--- config.mk ---
export PLATFORM = sky130hd
export DESIGN_NAME = setuphold_monitor
export DESIGN_NICKNAME = d
export VERILOG_FILES = /design/src/rtl/setuphold_pkg.sv /design/src/rtl/setuphold_monitor_sat_counter.sv /design/src/rtl/setuphold_monitor.sv
export SDC_FILE = /design/constraint.sdc
export NUM_CORES = 1
export LEC_CHECK = 0
export ABC_AREA = 1
export BUFFER_PORTS_ARGS = -buffer_cell sky130_fd_sc_hd__buf_4
export CAP_MARGIN = 20
export CORE_MARGIN = 3
export CORE_UTILIZATION = 50
export CTS_CLUSTER_SIZE = 30
export DETAILED_ROUTE_END_ITERATION = 8
export HOLD_SLACK_MARGIN = 0.02
export PLACE_DENSITY_LB_ADDON = 0.05
export SYNTH_ARGS = -nofsm -noshare
export SYNTH_HDL_FRONTEND = slang
export SYNTH_SLANG_ARGS = --single-unit
--- constraint.sdc ---
create_clock -name clk -period 1.9 [get_ports clk]
set_clock_uncertainty 0.15 [all_clocks]
set_input_delay 0.095 -clock clk [delete_from_list [all_inputs] [get_ports clk]]
set_output_delay 0.095 -clock clk [all_outputs]
set_load 0.03 [all_outputs]
--- src/rtl/setuphold_pkg.sv ---
// Shared types and constants for the setup/hold capture-point monitor.
package setuphold_pkg;
    typedef enum logic {IDLE = 1'b0, HOLD = 1'b1} sh_state_e;
    localparam int SYNC_STAGES = 2;
    localparam int CNT_W_DEF   = 8;
endpackage

--- src/rtl/setuphold_monitor_sat_counter.sv ---
// Saturating up-counter with synchronous clear (clear wins over increment).
module sat_counter #(
    parameter int           W       = 8,
    parameter logic [W-1:0] RST_VAL = '0
) (
    input  logic         i_clk,
    input  logic         i_rst_n,
    input  logic         i_inc,
    input  logic         i_clr,
    output logic [W-1:0] o_q
);
    always_ff @(posedge i_clk or negedge i_rst_n) begin
        if (!i_rst_n)
            o_q <= RST_VAL;
        else if (i_clr)
            o_q <= '0;
        else if (i_inc && (o_q != {W{1'b1}}))
            o_q <= o_q + W'(1);
    end
endmodule

--- src/rtl/setuphold_monitor.sv ---
// Oversampling observer: measures data-toggle distance around each ref strobe,
// flags setup/hold violations, counts them, and models the captured value.
module setuphold_monitor
    import setuphold_pkg::*;
#(
    parameter int SETUP_TICKS = 5,
    parameter int HOLD_TICKS  = 3,
    parameter int CNT_W       = CNT_W_DEF,
    parameter int DIST_W      = 8
) (
    input  logic             clk,
    input  logic             rst_n,
    input  logic             d_in,
    input  logic             ref_edge,
    input  logic             clr_cnt,
    output logic             setup_viol,
    output logic             hold_viol,
    output logic             q_model,
    output logic             q_valid,
    output logic [CNT_W-1:0] setup_cnt,
    output logic [CNT_W-1:0] hold_cnt
);
    localparam int               WIN_W     = $clog2(HOLD_TICKS + 1);
    localparam logic [DIST_W-1:0] SETUP_LIM = DIST_W'(SETUP_TICKS - 1);
    localparam logic [WIN_W-1:0]  WIN_LAST  = WIN_W'(HOLD_TICKS);

    logic [SYNC_STAGES-1:0] r_sync;
    logic [SYNC_STAGES-1:0] r_ref;
    logic [SYNC_STAGES:0]   r_vld;
    logic                   r_prev;
    logic                   r_tog;
    logic                   r_refs;
    logic                   r_d;
    sh_state_e              r_state;
    logic [WIN_W-1:0]       r_win;
    logic                   r_hflag;
    logic [DIST_W-1:0]      w_dist;
    logic                   w_setup;
    logic                   w_hold;

    // Toggle is qualified only once r_prev holds a real post-reset sample.
    always_ff @(posedge clk or negedge rst_n) begin
        if (!rst_n) begin
            r_sync <= '0;
            r_ref  <= '0;
            r_vld  <= '0;
            r_prev <= 1'b0;
            r_tog  <= 1'b0;
            r_refs <= 1'b0;
            r_d    <= 1'b0;
        end else begin
            r_sync <= {r_sync[SYNC_STAGES-2:0], d_in};
            r_ref  <= {r_ref[SYNC_STAGES-2:0], ref_edge};
            r_vld  <= {r_vld[SYNC_STAGES-1:0], 1'b1};
            r_prev <= r_sync[SYNC_STAGES-1];
            r_tog  <= r_vld[SYNC_STAGES] & (r_sync[SYNC_STAGES-1] ^ r_prev);
            r_refs <= r_ref[SYNC_STAGES-1];
            r_d    <= r_sync[SYNC_STAGES-1];
        end
    end

    // w_dist is the distance as of the previous sample; a toggle now means distance 0.
    assign w_setup = r_refs & (r_tog | (w_dist < SETUP_LIM));
    assign w_hold  = r_tog & (r_state == HOLD) & ~r_hflag;

    always_ff @(posedge clk or negedge rst_n) begin
        if (!rst_n) begin
            r_state    <= IDLE;
            r_win      <= '0;
            r_hflag    <= 1'b0;
            setup_viol <= 1'b0;
            hold_viol  <= 1'b0;
            q_model    <= 1'b0;
            q_valid    <= 1'b0;
        end else begin
            setup_viol <= w_setup;
            hold_viol  <= w_hold;
            if (r_refs) begin
                q_model <= r_d;
                q_valid <= ~w_setup;
                r_state <= HOLD;
                r_win   <= WIN_W'(1);
                r_hflag <= 1'b0;
            end else if (r_state == HOLD) begin
                if (w_hold) begin
                    r_hflag <= 1'b1;
                    q_valid <= 1'b0;
                end
                if (r_win == WIN_LAST)
                    r_state <= IDLE;
                else
                    r_win <= r_win + WIN_W'(1);
            end
        end
    end

    sat_counter #(.W(DIST_W), .RST_VAL({DIST_W{1'b1}})) u_dist (
        .i_clk(clk), .i_rst_n(rst_n), .i_inc(1'b1), .i_clr(r_tog), .o_q(w_dist)
    );
    sat_counter #(.W(CNT_W)) u_setup_cnt (
        .i_clk(clk), .i_rst_n(rst_n), .i_inc(w_setup), .i_clr(clr_cnt), .o_q(setup_cnt)
    );
    sat_counter #(.W(CNT_W)) u_hold_cnt (
        .i_clk(clk), .i_rst_n(rst_n), .i_inc(w_hold), .i_clr(clr_cnt), .o_q(hold_cnt)
    );
endmodule

After elaboration in Yosys (flattened, before gate mapping)

Cells that the tools add are included.

Add/sub/neg operators: 4
$lt $le $gt $ge: 1
Equal/unequal tests: 5
Muxes and demuxes: 18
Bitwise operators: 8
Reduce and logical (&&, ||, !) cells: 9

Operator list:

| cell                                                       | count |
|---|---|
| 2-to-1 mux 8 bit                                           | 6 |
| adder 8 x 1 -> 8 bit, second input constant                | 3 |
| != test 8 bit, second input constant                       | 3 |
| nonzero test 2 bit                                         | 5 |
| 2-to-1 mux 1 bit                                           | 9 |
| less-than comparator 8 x 3 -> 1 bit, second input constant | 1 |
| 2-to-1 mux 2 bit                                           | 3 |
| bitwise AND 1 bit                                          | 4 |
| AND reduction 2 bit                                        | 2 |
| adder 2 x 1 -> 2 bit, second input constant                | 1 |
| equality test 2 bit, second input constant                 | 1 |
| logical AND 1 bit                                          | 2 |
| != test 2 bit, second input constant                       | 1 |
| NOT 1 bit                                                  | 2 |
| bitwise OR 1 bit                                           | 1 |
| bitwise XOR 1 bit                                          | 1 |

Flip-flop bits (word level): 42
Input bits: 5
Output and inout bits: 20
Word-level logic and storage cells: 61

Longest topological paths before layout

Depth after elaboration: 6
Gate-level depth with buffers: 8
Depth with buffers taken out: 8

By module

Synthesis repeated with hierarchy kept, for this count alone.

Cell total of the unflattened synthesis: 273
Area, all modules: 2144.6 um^2

Modules (own cells, without submodules):

| module                       | times used | cells an instance | area each (um^2) | seq. area each (um^2) |
|---|---|---|---|---|
| sat_counter (u_hold_cnt ...) | 2          | 74                | 511.7            | 200.2 |
| setuphold_monitor            | 1          | 51                | 599.3            | 450.4 |
| sat_counter (u_dist)         | 1          | 74                | 521.8            | 210.2 |

Least setup slack after synthesis

No wires, ideal clock.

Path kind: reg-to-reg
From: register u_setup_cnt.o_q[0]
To: register u_setup_cnt.o_q[0]
Library setup time: 0.118 ns
Arrival time: 1.461 ns
Data required time: 1.632 ns
Slack: 0.171 ns
Cell stages (with the launch flop): 9
Path buffers: 0
Cell sequence: dfrtp_1 ha_1 nand2_1 nor2_1 nand2_1 nand3_2 nand2_2 nand2_1 nand2_1

Cells in the longest elaborated chain, start to end: 3
Elaborated cells between the ends (all ways): 6
Classes of those cells: 1 x add/sub; 1 x eq/ne; 2 x mux; 2 x reduce/logical

Ends and longest elaborated chain:

| element                                                | line                                                                     | source |
|---|---|---|
| from (decl)                                            | setuphold_monitor_sat_counter.sv:10                                      | `output logic [W-1:0] o_q` |
| from (signal assigned)                                 | setuphold_monitor_sat_counter.sv:18                                      | `o_q <= o_q + W'(1);` |
| adder 8 x 1 -> 8 bit or != test 8 bit (tied branches)  | setuphold_monitor_sat_counter.sv:18, setuphold_monitor_sat_counter.sv:17 |  |
| 2-to-1 mux 8 bit or logical AND 1 bit (tied branches)  | setuphold_monitor_sat_counter.sv:17                                      | `else if (i_inc && (o_q != {W{1'b1}}))` |
| 2-to-1 mux 8 bit or nonzero test 2 bit (tied branches) | -                                                                        |  |

Parallel ways exist; a longest one is shown, timed or not. The select of a mux whose other input is x is not followed.
A chain may end at the register's enable or synchronous reset.

Worst setup path after layout

From: register u_dist.o_q[0]
To: register u_dist.o_q[1]

Cells in the longest elaborated chain, start to end: 3
Elaborated cells between the ends (all ways): 5
Classes of those cells: 1 x add/sub; 1 x eq/ne; 2 x mux; 1 x reduce/logical

Ends and longest elaborated chain:

| element                | line                                | source |
|---|---|---|
| from (decl)            | setuphold_monitor_sat_counter.sv:10 |  |
| from (signal assigned) | setuphold_monitor_sat_counter.sv:18 |  |
| adder 8 x 1 -> 8 bit   | setuphold_monitor_sat_counter.sv:18 |  |
| 2-to-1 mux 8 bit       | setuphold_monitor_sat_counter.sv:17 |  |
| 2-to-1 mux 8 bit       | setuphold_monitor_sat_counter.sv:15 | `else if (i_clr)` |

Parallel ways exist; a longest one is shown, timed or not. The select of a mux whose other input is x is not followed.

==> results.md <==
- Initial antenna violation count: 0
- Synthesized area: around 2100 sq um
- Post-Syn Area per Cell: 8.19 sq um
- CTS sink count: 42
- Synth area leaders: dfrtp_1 41%, nand2_1 15%, dfstp_2 10%
- Yosys warnings: 0
- Area Overhead vs Synth: 18.4%
- Sequential-to-total area share from yosys stat: 0.512
- Post-synth EDFFs: 0
- Gpl congestion: around 0.8
- Area of placed instances: about 2300 sq um
- Slew Viols, Final: 0
- Starting Density: 0.542
- Worst IR Drop VDD: 0.743 mV
- Top routing layer used: met4
- Most common cell after layout, fill and taps aside: nand2_1
- Port bufs: 24
- CP Data Arrival Time: 1.78 ns
- CORE AREA: 3830 sq um
- Synthesized instance count: 253
- Buf+Inv Stages, Crit Path: 0
- Max-cap viol count: 0
- CTS max path bufs: 2
- Via count: 1700
- WL final: 3.84 mm
- CTS H-tree depth: 2
- Number of synthesized register bits: 42
- Total CTS buffers: 5
- P_leak: 1.21 nW
- FMAX: 593 MHz
- Worst Hold Class: primary input to asynchronous set/reset pin
- Layout cells sized above 1: 0.212
- CP Capture Type: register
- CP Max Fanout: 7
- Slew HR: 0.654
- WP data required: ~2.0 ns
- Pre-antenna DRT Iters: 4
- Chip Height: a little over 70 um
- Period utilization: 0.888
- Row cnt: 22
- Met2 wire len: 1.72 mm
- Total Power: 2.24 mW
- Diodes inserted: 0
- Remaining global-route overflow: 0
- Post-DP HPWL: 2.60 mm
- Global-route wire length before repair: 6.82 mm
- Worst setup path class: register to register
- Crit-path slowest cell: dfstp_2
- Routed Antenna Nets: 0
- Root buf cell: clkbuf_8
- Largest net degree at the start of global routing: 43
- Post-synth net total: 262
- Delay-heaviest family, CP: simple AND/OR/NAND/NOR gates
- Critical Path Source Type: register
- Routed len/inst: ~11 um
- Worst skew pair latency: 0.30 ns
- PwrDens: about 900 nW/um^2
- Vias in the first global route: 1505
- Setup TNS: 0 ns
- Final Setup Violations: 0
- Synth cell types: 31
- Gr usage total: 0.171
- Metal-1 WL: 1.87 mm
- Nets: 296
- Synth Flop Type: dfrtp_1
- Status: finished, final reports clean
- Drt drc: 0
- CTS clk-pin slew, worst paths: 0.09 ns
- Crit-path cells: ha_1 > nand2_1 > nor2_2 > nand4_2 > nor2_1 > nand2_1 > nand2_1
- Most frequent cells in the layout: 81 x nand2_1, 33 x dfrtp_1, 29 x nor2_1, 29 x nand3_1, 26 x buf_4
- Final Cell Area: 2450 sq um
- Vias per cell: 5.06
- Final-report hold violation count: 0
- Die Wd: ~70 um
- Async SR Flop Fraction: 1.00
- I/O pin cnt: 25
- Crit-path max cell delay: 0.56 ns
- Least-Margin Pin Slew: 0.519 ns
- Synth area leader: dfrtp_1
- CTS tree: done
- Synth top area share: 0.410
- Drt initial violations: 80
- Die area: 4960 sq um
- Met3 routed WL: 198 um
- Final Critical Period: 1.69 ns
- Cell repeated most along the worst path: nand2_1
- RSZ-0062 raised after global routing: false
-- sequential cells by signal (all words and copies together), names as in the netlist, 2 cells and up --
signal           cells
u_setup_cnt.o_q      8
r_ref                2
u_dist.o_q           8
u_hold_cnt.o_q       8
r_win                2
r_vld                3
r_sync               2
-- area by class of cell --
| type | instances | area, sq um |
|---|---|---|
| clock buffer | 5 | 68.8 |
| clock inverter | 3 | 26.3 |
| fill | 334 | 1370 |
| inverter | 26 | 97.6 |
| multi-input combinational | 182 | 905 |
| sequential | 42 | 1060 |
| tap | 48 | 60.1 |
| timing repair buffer | 30 | 235 |
-- metal layers --
layer  GRT usage  up-vias
li1            -      871
met1       0.240      784
met2       0.259       39
met3      0.0388        6
met4      0.0574        0
met5           0        -
-- cells by family after synthesis --
family / share of synthesized area
AOI/OAI and AO/OA: 0.0519
xor gates and xnor gates: 0.00845
adders and majority gates: 0.0241
DFF: 0.512
other: 0.00181
and+or+nand+nor: 0.345
buffers and inverters: 0.0567
-- timing repair --
action	in CTS	in global routing
endpoints found under the hold margin	52	0
hold buffers	4	0
endpoints found under the setup margin	0	8
buffers inserted	0	2
gates resized for setup	0	3
-- synth_stat cells, drive strengths merged (2+ instances only) --
library cell / n
nand4: 5
nand2: 83
nand3: 31
a21oi: 8
or2: 2
nor2: 33
dfrtp: 34
buf: 2
dfstp: 8
nor3: 2
inv: 26
ha: 4
nand3b: 2
o21ai: 6
-- report_power, final --
| group | switching (mW) | total (mW) | leakage, nW | internal (mW) |
|---|---|---|---|---|
| registers | 0.0973 | 1.12 | 0.516 | 1.02 |
| clock network | 0.343 | 0.616 | 0.0495 | 0.273 |
| logic | 0.310 | 0.510 | 0.643 | 0.201 |
-- final timing paths --
kind,startpoint,to,slack [ns],cells past startpoint
worst max-delay path,u_dist.o_q[0],u_dist.o_q[1],0.21,7
worst min-delay path,rst_n,u_hold_cnt.o_q[0],0.16,2
worst max register to register,u_dist.o_q[0],u_dist.o_q[1],0.21,7
worst min register to register,r_ref[1],r_refs,0.21,0
max in group asynchronous,rst_n,u_setup_cnt.o_q[0],1.07,2
min in group clk,r_ref[1],r_refs,0.21,0
-- through the flow --
step | setup WS [ns] | cells | hold WS [ns] | utilization
final | 0.213 | 336 | 0.164 | 0.642
after global routing | 0.0220 | 336 | 0.210 | 0.642
after CTS | 0.128 | 334 | 0.178 | 0.635
after detailed placement | 0.144 | 322 | -0.0301 | 0.599
after global placement | 0.171 | 322 | -0.0378 | 0.599
after floorplan | 0.171 | 253 | -0.351 | -
No activity file was read; power rests on OpenSTA's default activity.
